===== config.mk =====
export PLATFORM = sky130hd
export DESIGN_NAME = seq_alu_flat
export DESIGN_NICKNAME = d
export VERILOG_FILES = /design/src/rtl/seq_alu_if.sv /design/src/rtl/seq_alu.sv /design/src/flat_wrapper.sv
export SDC_FILE = /design/constraint.sdc
export NUM_CORES = 1
export LEC_CHECK = 0
export ABC_AREA = 1
export BUFFER_PORTS_ARGS = -buffer_cell sky130_fd_sc_hd__buf_2
export CAP_MARGIN = 10
export CORE_MARGIN = 2
export CORE_UTILIZATION = 37
export DETAILED_ROUTE_END_ITERATION = 12
export GPL_TIMING_DRIVEN = 1
export PLACE_DENSITY = 0.58
export SLEW_MARGIN = 20
export SYNTH_ARGS = -nofsm -noshare
export SYNTH_HDL_FRONTEND = slang
export SYNTH_SLANG_ARGS = --single-unit

===== constraint.sdc =====
create_clock -name Clk -period 3.2 [get_ports Clk]
set_input_delay 0.64 -clock Clk [delete_from_list [all_inputs] [get_ports Clk]]
set_output_delay 0.64 -clock Clk [all_outputs]
set_load 0.05 [all_outputs]

===== src/rtl/seq_alu_if.sv =====
// Handshake and data bundle between the control unit / register file and seq_alu.
interface seq_alu_if #(
    parameter int unsigned W = 8,
    parameter int unsigned A = 2
) ();
    logic         Start;
    logic [2:0]   Op;
    logic [W-1:0] DataA;
    logic [W-1:0] DataB;
    logic [A-1:0] Dst;
    logic         Busy;
    logic         Done;
    logic [W-1:0] Result;
    logic         WrEn;
    logic [A-1:0] WrAddr;
    logic [W-1:0] WrData;
    logic         Carry;
    logic         Zero;

    modport master (
        output Start, Op, DataA, DataB, Dst,
        input  Busy, Done, Result, WrEn, WrAddr, WrData, Carry, Zero
    );

    modport slave (
        input  Start, Op, DataA, DataB, Dst,
        output Busy, Done, Result, WrEn, WrAddr, WrData, Carry, Zero
    );
endinterface


===== src/rtl/seq_alu.sv =====
// Sequential ALU: single-cycle logic/arith ops, bit-serial shifts/rotates, register-file writeback.
// Optional SEQ_ALU_FLAGS_EN adds registered Carry/Zero flags.
module seq_alu #(
    parameter int unsigned W = 8,
    parameter int unsigned A = 2
) (
    input logic   Clk,
    input logic   Reset_n,
    seq_alu_if.slave bus
);
    localparam logic [1:0] ST_IDLE  = 2'd0;
    localparam logic [1:0] ST_SHIFT = 2'd1;
    localparam logic [1:0] ST_DONE  = 2'd2;

    localparam logic [2:0] OP_ADD   = 3'b000;
    localparam logic [2:0] OP_SUB   = 3'b001;
    localparam logic [2:0] OP_AND   = 3'b010;
    localparam logic [2:0] OP_XOR   = 3'b011;
    localparam logic [2:0] OP_SLL   = 3'b100;
    localparam logic [2:0] OP_SRL   = 3'b101;
    localparam logic [2:0] OP_ROL   = 3'b110;
    localparam logic [2:0] OP_PASSB = 3'b111;

    logic [1:0]   state_q, state_d;
    logic [2:0]   op_q, op_d;
    logic [W-1:0] acc_q, acc_d;
    logic [A-1:0] dst_q, dst_d;
    logic [2:0]   cnt_q, cnt_d;
    logic [W-1:0] result_q, result_d;
    logic [W-1:0] alu_res;
    logic         op_is_shift;

`ifdef SEQ_ALU_FLAGS_EN
    logic cy_q, cy_d;
    logic carry_q, carry_d;
    logic zero_q, zero_d;
    logic alu_cy;
`endif

    assign op_is_shift = bus.Op[2] && (bus.Op[1:0] != 2'b11);

    // Single-cycle result from the live operands; shifts start from A unchanged.
    always_comb begin
        alu_res = bus.DataA;
`ifdef SEQ_ALU_FLAGS_EN
        alu_cy  = 1'b0;
`endif
        unique case (bus.Op)
`ifdef SEQ_ALU_FLAGS_EN
            OP_ADD:   {alu_cy, alu_res} = {1'b0, bus.DataA} + {1'b0, bus.DataB};
            OP_SUB:   {alu_cy, alu_res} = {1'b0, bus.DataA} - {1'b0, bus.DataB};
`else
            OP_ADD:   alu_res = bus.DataA + bus.DataB;
            OP_SUB:   alu_res = bus.DataA - bus.DataB;
`endif
            OP_AND:   alu_res = bus.DataA & bus.DataB;
            OP_XOR:   alu_res = bus.DataA ^ bus.DataB;
            OP_PASSB: alu_res = bus.DataB;
            default:  alu_res = bus.DataA;
        endcase
    end

    always_comb begin
        state_d  = state_q;
        op_d     = op_q;
        acc_d    = acc_q;
        dst_d    = dst_q;
        cnt_d    = cnt_q;
        result_d = result_q;
`ifdef SEQ_ALU_FLAGS_EN
        cy_d     = cy_q;
        carry_d  = carry_q;
        zero_d   = zero_q;
`endif
        unique case (state_q)
            ST_IDLE: begin
                if (bus.Start) begin
                    op_d  = bus.Op;
                    dst_d = bus.Dst;
                    cnt_d = bus.DataB[2:0];
                    acc_d = alu_res;
`ifdef SEQ_ALU_FLAGS_EN
                    cy_d  = alu_cy;
`endif
                    state_d = (op_is_shift && (bus.DataB[2:0] != 3'd0)) ? ST_SHIFT : ST_DONE;
                end
            end
            ST_SHIFT: begin
                unique case (op_q)
                    OP_SLL:  acc_d = {acc_q[W-2:0], 1'b0};
                    OP_SRL:  acc_d = {1'b0, acc_q[W-1:1]};
                    OP_ROL:  acc_d = {acc_q[W-2:0], acc_q[W-1]};
                    default: acc_d = acc_q;
                endcase
`ifdef SEQ_ALU_FLAGS_EN
                cy_d = (op_q == OP_SRL) ? acc_q[0] : acc_q[W-1];
`endif
                cnt_d = cnt_q - 3'd1;
                if (cnt_q == 3'd1) begin
                    state_d = ST_DONE;
                end
            end
            ST_DONE: state_d = ST_IDLE;
            default: state_d = ST_IDLE;
        endcase

        // Result and flags become visible in the DONE cycle and hold until the next one.
        if (state_d == ST_DONE) begin
            result_d = acc_d;
`ifdef SEQ_ALU_FLAGS_EN
            carry_d  = (op_d == OP_ROL) ? acc_d[0] : cy_d;
            zero_d   = (acc_d == '0);
`endif
        end
    end

    always_ff @(posedge Clk or negedge Reset_n) begin
        if (!Reset_n) begin
            state_q  <= ST_IDLE;
            op_q     <= '0;
            acc_q    <= '0;
            dst_q    <= '0;
            cnt_q    <= '0;
            result_q <= '0;
`ifdef SEQ_ALU_FLAGS_EN
            cy_q     <= 1'b0;
            carry_q  <= 1'b0;
            zero_q   <= 1'b0;
`endif
        end else begin
            state_q  <= state_d;
            op_q     <= op_d;
            acc_q    <= acc_d;
            dst_q    <= dst_d;
            cnt_q    <= cnt_d;
            result_q <= result_d;
`ifdef SEQ_ALU_FLAGS_EN
            cy_q     <= cy_d;
            carry_q  <= carry_d;
            zero_q   <= zero_d;
`endif
        end
    end

    assign bus.Busy   = (state_q != ST_IDLE);
    assign bus.Done   = (state_q == ST_DONE);
    assign bus.WrEn   = (state_q == ST_DONE);
    assign bus.Result = result_q;
    assign bus.WrData = result_q;
    assign bus.WrAddr = dst_q;
`ifdef SEQ_ALU_FLAGS_EN
    assign bus.Carry  = carry_q;
    assign bus.Zero   = zero_q;
`else
    assign bus.Carry  = 1'b0;
    assign bus.Zero   = 1'b0;
`endif
endmodule

===== src/flat_wrapper.sv =====
// flat-port wrapper written by rule: the top's interface ports become plain ports
module seq_alu_flat 
#(
    parameter int unsigned W = 8,
    parameter int unsigned A = 2
)
  (Clk, Reset_n, bus_Start, bus_Op, bus_DataA, bus_DataB, bus_Dst, bus_Busy, bus_Done, bus_Result, bus_WrEn, bus_WrAddr, bus_WrData, bus_Carry, bus_Zero);
  seq_alu_if #(.W(W), .A(A)) bus_i ();
  input logic Clk;
  input logic Reset_n;
  input wire logic [$bits(bus_i.Start)-1:0] bus_Start;
  input wire logic [$bits(bus_i.Op)-1:0] bus_Op;
  input wire logic [$bits(bus_i.DataA)-1:0] bus_DataA;
  input wire logic [$bits(bus_i.DataB)-1:0] bus_DataB;
  input wire logic [$bits(bus_i.Dst)-1:0] bus_Dst;
  output wire logic [$bits(bus_i.Busy)-1:0] bus_Busy;
  output wire logic [$bits(bus_i.Done)-1:0] bus_Done;
  output wire logic [$bits(bus_i.Result)-1:0] bus_Result;
  output wire logic [$bits(bus_i.WrEn)-1:0] bus_WrEn;
  output wire logic [$bits(bus_i.WrAddr)-1:0] bus_WrAddr;
  output wire logic [$bits(bus_i.WrData)-1:0] bus_WrData;
  output wire logic [$bits(bus_i.Carry)-1:0] bus_Carry;
  output wire logic [$bits(bus_i.Zero)-1:0] bus_Zero;
  assign bus_i.Start = bus_Start;
  assign bus_i.Op = bus_Op;
  assign bus_i.DataA = bus_DataA;
  assign bus_i.DataB = bus_DataB;
  assign bus_i.Dst = bus_Dst;
  assign bus_Busy = bus_i.Busy;
  assign bus_Done = bus_i.Done;
  assign bus_Result = bus_i.Result;
  assign bus_WrEn = bus_i.WrEn;
  assign bus_WrAddr = bus_i.WrAddr;
  assign bus_WrData = bus_i.WrData;
  assign bus_Carry = bus_i.Carry;
  assign bus_Zero = bus_i.Zero;
  seq_alu #(.W(W), .A(A)) u_core (.Clk(Clk), .Reset_n(Reset_n), .bus(bus_i));
endmodule

; Word level (Yosys, flattened, before mapping)
; Index checks and enable logic that the tools add are counted.
[totals]
ff_bits = 26
output_inout_bits = 23
in_bits = 24
[classes]
bitwise_logic = 2
n_reduce_logical = 9
n_addsub = 3
n_eq_ne = 13
mux = 10
[ops]
columns = cell, n
row1 = case mux 8 bit (5 select lines), 1
row2 = case mux 8 bit (3 select lines), 1
row3 = case mux 8 bit (2 select lines), 1
row4 = equality test 3 bit (second input constant), 4
row5 = adder 8 bit, 1
row6 = bitwise AND 8 bit, 1
row7 = 2-to-1 mux 8 bit, 1
row8 = subtractor 8 bit, 1
row9 = bitwise XOR 8 bit, 1
row10 = equality test 3 x 1 -> 1 bit (second input constant), 2
row11 = equality test 3 x 2 -> 1 bit (second input constant), 2
row12 = 2-to-1 mux 2 bit, 3
row13 = case mux 3 bit (2 select lines), 1
row14 = equality test 2 bit (second input constant), 2
row15 = != test 2 bit (second input constant), 2
row16 = case mux 2 bit (2 select lines), 1
row17 = AND reduction 2 bit, 2
row18 = nonzero test 2 bit, 2
row19 = zero test 3 bit, 1
row20 = 2-to-1 mux 3 bit, 1
row21 = nonzero test 3 bit, 1
row22 = subtractor 3 x 1 -> 3 bit (second input constant), 1
row23 = equality test 2 x 1 -> 1 bit (second input constant), 1
row24 = logical AND 1 bit, 2
row25 = zero test 2 bit, 1

; Logic depth before layout (Yosys ltp)
[logic_depth]
ltp_word = 7
ltp_mapped = 21
depth_no_buf = 21

; Worst setup path after synthesis
; Ideal clock, no wire load.
[synth_timing]
path_kind = input port to flip-flop
startpoint = in bus_DataB[0]
endpoint = reg u_core.result_q[7], in the netlist u_core.bus.Result[7]
arrival_time_ps = 2521
slack_ps = 561
path_stages = 19
required_time_ps = 3082
cell_sequence = inv_1 ha_1 nand3_1 o31ai_1 xor2_1 inv_1 ha_1 a21oi_1 nand2_1 a21oi_1 nand3_1 nand3_1 nand2_1 nand2_1 nand2_1 nand2_1 nand2_2 nand2_1 nand2_1
[synth_between]
elab_cells_between_ends = 11
cone_classes = add/sub (2) / eq/ne (1) / mux (6) / reduce/logical (2)
[synth_lines]
columns = item, line_no
row1 = "start, declared", flat_wrapper.sv:14  ; input wire logic [$bits(bus_i.DataB)-1:0] bus_DataB;
row2 = subtractor 8 bit / adder 8 bit (equally long branches), "seq_alu.sv:54, seq_alu.sv:53"
row3 = case mux 8 bit (5 select lines) *, seq_alu.sv:48  ; unique case (bus.Op)
row4 = 2-to-1 mux 8 bit *, seq_alu.sv:77  ; if (bus.Start) begin
row5 = case mux 8 bit (2 select lines) *, seq_alu.sv:75  ; unique case (state_q)
row6 = named net u_core.acc_d[7], seq_alu.sv:26  ; logic [W-1:0] acc_q, acc_d;
row7 = "end signal, assigned", seq_alu.sv:136  ; result_q <= result_d;
row8 = "end, declared", seq_alu.sv:29  ; logic [W-1:0] result_q, result_d;
; The timed path passes the listed nets; every way through them passes the cells marked *.
; A chain may end at the register's enable or synchronous reset.

; Worst setup path in the final report
[layout_timing]
startpoint = in bus_DataB[1]
endpoint = reg u_core.result_q[7], in the netlist u_core.bus.Result[7]
; The elaborated chain is that of the path after synthesis.

==> metrics.log <==
[metrics] FP Rows: 29
[metrics] global-route wire length before repair: 10.0 mm
[metrics] startpoint kind of the worst setup timing path: primary input
[metrics] average detailed-routed wire length per instance: 12.6 um
[metrics] total length of routed wires: about 5.8 mm
[metrics] worst hold-check path type: primary input to asynchronous set/reset pin
[metrics] H-tree level count: 1
[metrics] Post-CTS Setup Repair Bufs: 0
[metrics] crit-path most repeated cell: sky130_fd_sc_hd__nand2_1
[metrics] Initial Utilization: 37.9%
[metrics] relative area change from synthesis to final layout: 12.3%
[metrics] total half-perimeter wirelength after legalization and detailed placement: 4.71 mm
[metrics] GRT Max-Usage Layer: met2
[metrics] post-synthesis cell type count: 36
[metrics] grt met2 use: 26.3%
[metrics] number of nets at the end of the flow: 429
[metrics] DIE AREA: 7080 um2
[metrics] area of the mapped netlist: 2380 um2
[metrics] Max stage delay on crit path: 0.32 ns
[metrics] Cell Chain, Critical Path: buf_2, inv_1, ha_1, nand3_1, o31ai_1, xor2_1, inv_1, ha_1, nand2_1, inv_1, nand2_1, nand2_1, a21oi_1, nand3_1, nand3_1, nand2_1, nand2_1, nand2_1, nand2_1, nand2_2, nand2_1, nand2_1
[metrics] Pwr Total: between 0.002 and 0.0025 W
[metrics] register bit count reported by yosys: 26
[metrics] CTS tree: built
[metrics] share of async-settable or async-resettable flops after synthesis: 100%
[metrics] Reg2Reg Launch Point: u_core.state_q[1]
[metrics] number of enable-type register cells in the synthesized netlist: 0
[metrics] ratio of total power to cell area: 823 nW/um2
[metrics] max-slew violation count: 0
[metrics] via count of the first global-routing pass: 2082
[metrics] critical path capture point type: flip-flop
[metrics] share of cells above drive strength 1: 18.2%
[metrics] leakage power: 1.48 nW
[metrics] proportion of netlist area held by the largest area contributor: 27.4%
[metrics] Port Buf Inserts: 44
[metrics] GR Layer Usage met1: 26.1%
[metrics] leading register cell type out of synthesis: sky130_fd_sc_hd__dfrtp_1
[metrics] cell taking the most area after synthesis: sky130_fd_sc_hd__dfrtp_1
[metrics] clock network latency to the later pin of the worst-skew pair: 0.28 ns
[metrics] overall die width: 84.2 um
[metrics] maximum buffer depth of the clock tree: 2
[metrics] largest cells by area after synthesis: sky130_fd_sc_hd__dfrtp_1, sky130_fd_sc_hd__nand2_1, sky130_fd_sc_hd__ha_1
[metrics] Finish-stage setup viols: 0
[metrics] Detail Route Antenna Nets: 0
[metrics] slew at the pin closest to its max-slew limit: a little under 0.6 ns
[metrics] Max Fclk: 0.364 GHz
[metrics] iteration count of the initial detailed-routing pass: 4
[metrics] path type of the worst setup path: primary input to flip-flop
[metrics] depth of the worst register-to-register path: 8
[metrics] final RePlAce weighted congestion: ~0.9
[metrics] slowest library cell on the worst path: sky130_fd_sc_hd__ha_1
[metrics] sequential cell area fraction in the yosys report: 27.4%
[metrics] Remaining DRCs: 0
[metrics] clock buffers created by TritonCTS: 3
[metrics] biggest fanout along the worst timing path: 4
[metrics] max-cap violation count: 0
[metrics] r2r endpoint: u_core.bus.Result[2]
[metrics] total of fill cells in the finished design: 694
[metrics] Vias: 2300
[metrics] setup total negative slack: 0 ns
[metrics] average vias per placed instance: 4.99
[metrics] Final Hold Vio Count: 0
[metrics] met3 layer usage reported by global route: 2.36%
[metrics] antenna cell count: 0
[metrics] number of antenna violations at the first check in global routing: 0
[metrics] number of gates resized after cts: 0
[metrics] remaining global-route overflow: 0
[metrics] register-to-register setup slack: 1.36 ns
[metrics] clock root buffer: sky130_fd_sc_hd__clkbuf_8
[metrics] synthesis warning total: 0
[metrics] slew margin rel.: 60.7%
[metrics] number of DRC markers in iteration 0: around 140
[metrics] clock-pin transition on the worst setup and hold timing paths: 0.10 ns
[metrics] CTS sink cnt: 26
[metrics] minimum clock period after layout: 2.75 ns
[metrics] Synth Area per Inst: 6.81 um2
[metrics] Cells after Synth: 349
[metrics] Die Ht: 84.2 um
[metrics] Worst EP required: approximately 3.4 ns
[metrics] run status: completed
[metrics] arrival time at the worst endpoint: 2.94 ns
[metrics] share of the clock period used by the worst path: 85.9%
[metrics] Hold-fix buffers, CTS: 0
[metrics] num ports: 47
[metrics] core region area: 6280 um2
[metrics] final setup skew: 0.00756 ns
[metrics] peak supply drop: 665 uV
[metrics] pin count of the biggest net entering global routing: 27
[metrics] setup repair after global routing missed its margin: false
[metrics] Tot GR Track Use: 17.1%
worst max path at each step:
stage,cells past startpoint,slack [ns],to,startpoint
6_report,22,0.45,u_core.bus.Result[7],bus_DataB[1]
2_1_floorplan,19,0.56,u_core.bus.Result[7],bus_DataB[0]
3_3_place_gp,14,0.16,u_core.bus.Result[3],bus_DataB[0]
5_1_grt,22,0.22,u_core.bus.Result[7],bus_DataB[0]
3_5_place_dp,20,0.16,u_core.bus.Result[7],bus_DataB[0]
4_1_cts,20,0.45,u_core.bus.Result[7],bus_DataB[0]
worst max-delay path, delay by kind of cell:
kind | cells | cell delay, ns
compound gates | 2 | 0.39
xor+xnor | 1 | 0.17
fa+ha+maj | 2 | 0.52
buf+inv | 4 | 0.33
simple gates | 13 | 0.89
cells in the mapped netlist, types with 2 or more instances:
cell type                    n
sky130_fd_sc_hd__a21oi_1    15
sky130_fd_sc_hd__nand3_2     2
sky130_fd_sc_hd__or2_2       3
sky130_fd_sc_hd__nand3_1    16
sky130_fd_sc_hd__ha_1       19
sky130_fd_sc_hd__nor3_1      2
sky130_fd_sc_hd__nor2_1     14
sky130_fd_sc_hd__nand4_1     6
sky130_fd_sc_hd__nand2_1   107
sky130_fd_sc_hd__xor2_1      5
sky130_fd_sc_hd__inv_1      51
sky130_fd_sc_hd__nor2_4      4
sky130_fd_sc_hd__o211ai_1    6
sky130_fd_sc_hd__o22ai_1     4
sky130_fd_sc_hd__dfrtp_1    26
sky130_fd_sc_hd__buf_2       2
sky130_fd_sc_hd__o21ai_1     2
sky130_fd_sc_hd__buf_4      11
sky130_fd_sc_hd__nand2_2     6
sky130_fd_sc_hd__o21ai_0    29
sky130_fd_sc_hd__a221oi_1    2
sky130_fd_sc_hd__a31oi_1     2
sky130_fd_sc_hd__inv_2       2
cell families (layout without fill, tap and decap cells):
logic type	after synthesis	count (layout)	share of synthesized area, %
buffers and inverters	68	102	12.9
AOI/OAI and AO/OA	66	66	16.4
xor gates and xnor gates	6	6	2.21
adders and majority gates	20	20	10.8
other	1	2	0.158
and+or+nand+nor	162	162	30.1
DFF	26	26	27.4
where the power goes:
part           switching (W)  total [W]  internal, W
combinational       0.000956    0.00130     0.000348
clock               0.000112   0.000280     0.000168
sequential          0.000128   0.000612     0.000484
total                0.00120    0.00220     0.000999
routing by layer:
layer	vias up	wire length, um
met5	-	0
met1	1041	2960
li1	1200	-
met3	7	275
met4	0	56
met2	52	2510
per-stage QoR:
step	util, %	worst slack, ns	hold slack (ns)	cells	instance area (um2)
after floorplan	-	0.561	0.344	350	2380
after global placement	41.4	0.164	0.455	457	2600
after detailed placement	41.4	0.159	0.456	457	2600
after CTS	42.5	0.449	0.372	461	2670
after global routing	42.5	0.222	0.395	461	2670
final	42.5	0.450	0.344	461	2670
layout make-up:
class | count | area (um2) | area share, %
multi-input cells | 256 | 1420 | 53.4
repair buffers | 45 | 228 | 8.53
well taps | 77 | 96.3 | 3.61
clock inverters | 1 | 30.0 | 1.13
inverters | 53 | 199 | 7.45
clock buffers | 3 | 41.3 | 1.55
flip-flops and latches | 26 | 651 | 24.4
sequential cells by signal, summed over array words and instances, names as in the netlist:
register           flops
u_core.bus.Result      8
u_core.acc_q           8
u_core.state_q         2
u_core.bus.WrAddr      2
u_core.op_q            3
u_core.cnt_q           3
layout by cell type, fill, tap and decap left out, types with 2 or more instances in the layout:
cell / Yosys / layout
sky130_fd_sc_hd__inv_1: 51 / 51
sky130_fd_sc_hd__xor2_1: 5 / 5
sky130_fd_sc_hd__conb_1: 1 / 2
sky130_fd_sc_hd__nor2_4: 4 / 4
sky130_fd_sc_hd__a21oi_1: 15 / 15
sky130_fd_sc_hd__o211ai_1: 6 / 6
sky130_fd_sc_hd__a31oi_1: 2 / 2
sky130_fd_sc_hd__nor3_1: 2 / 2
sky130_fd_sc_hd__o22ai_1: 4 / 4
sky130_fd_sc_hd__ha_1: 19 / 19
sky130_fd_sc_hd__dfrtp_1: 26 / 26
sky130_fd_sc_hd__nand3_2: 2 / 2
sky130_fd_sc_hd__buf_2: 2 / 44
sky130_fd_sc_hd__o21ai_1: 2 / 2
sky130_fd_sc_hd__inv_2: 2 / 2
sky130_fd_sc_hd__clkbuf_8: 0 / 3
sky130_fd_sc_hd__nand2_1: 107 / 107
sky130_fd_sc_hd__or2_2: 3 / 3
sky130_fd_sc_hd__nand4_1: 6 / 6
sky130_fd_sc_hd__nor2_1: 14 / 14
sky130_fd_sc_hd__nand3_1: 16 / 16
sky130_fd_sc_hd__o21ai_0: 29 / 29
sky130_fd_sc_hd__nand2_2: 6 / 6
sky130_fd_sc_hd__a221oi_1: 2 / 2
Power figures use the tool's default switching activity.
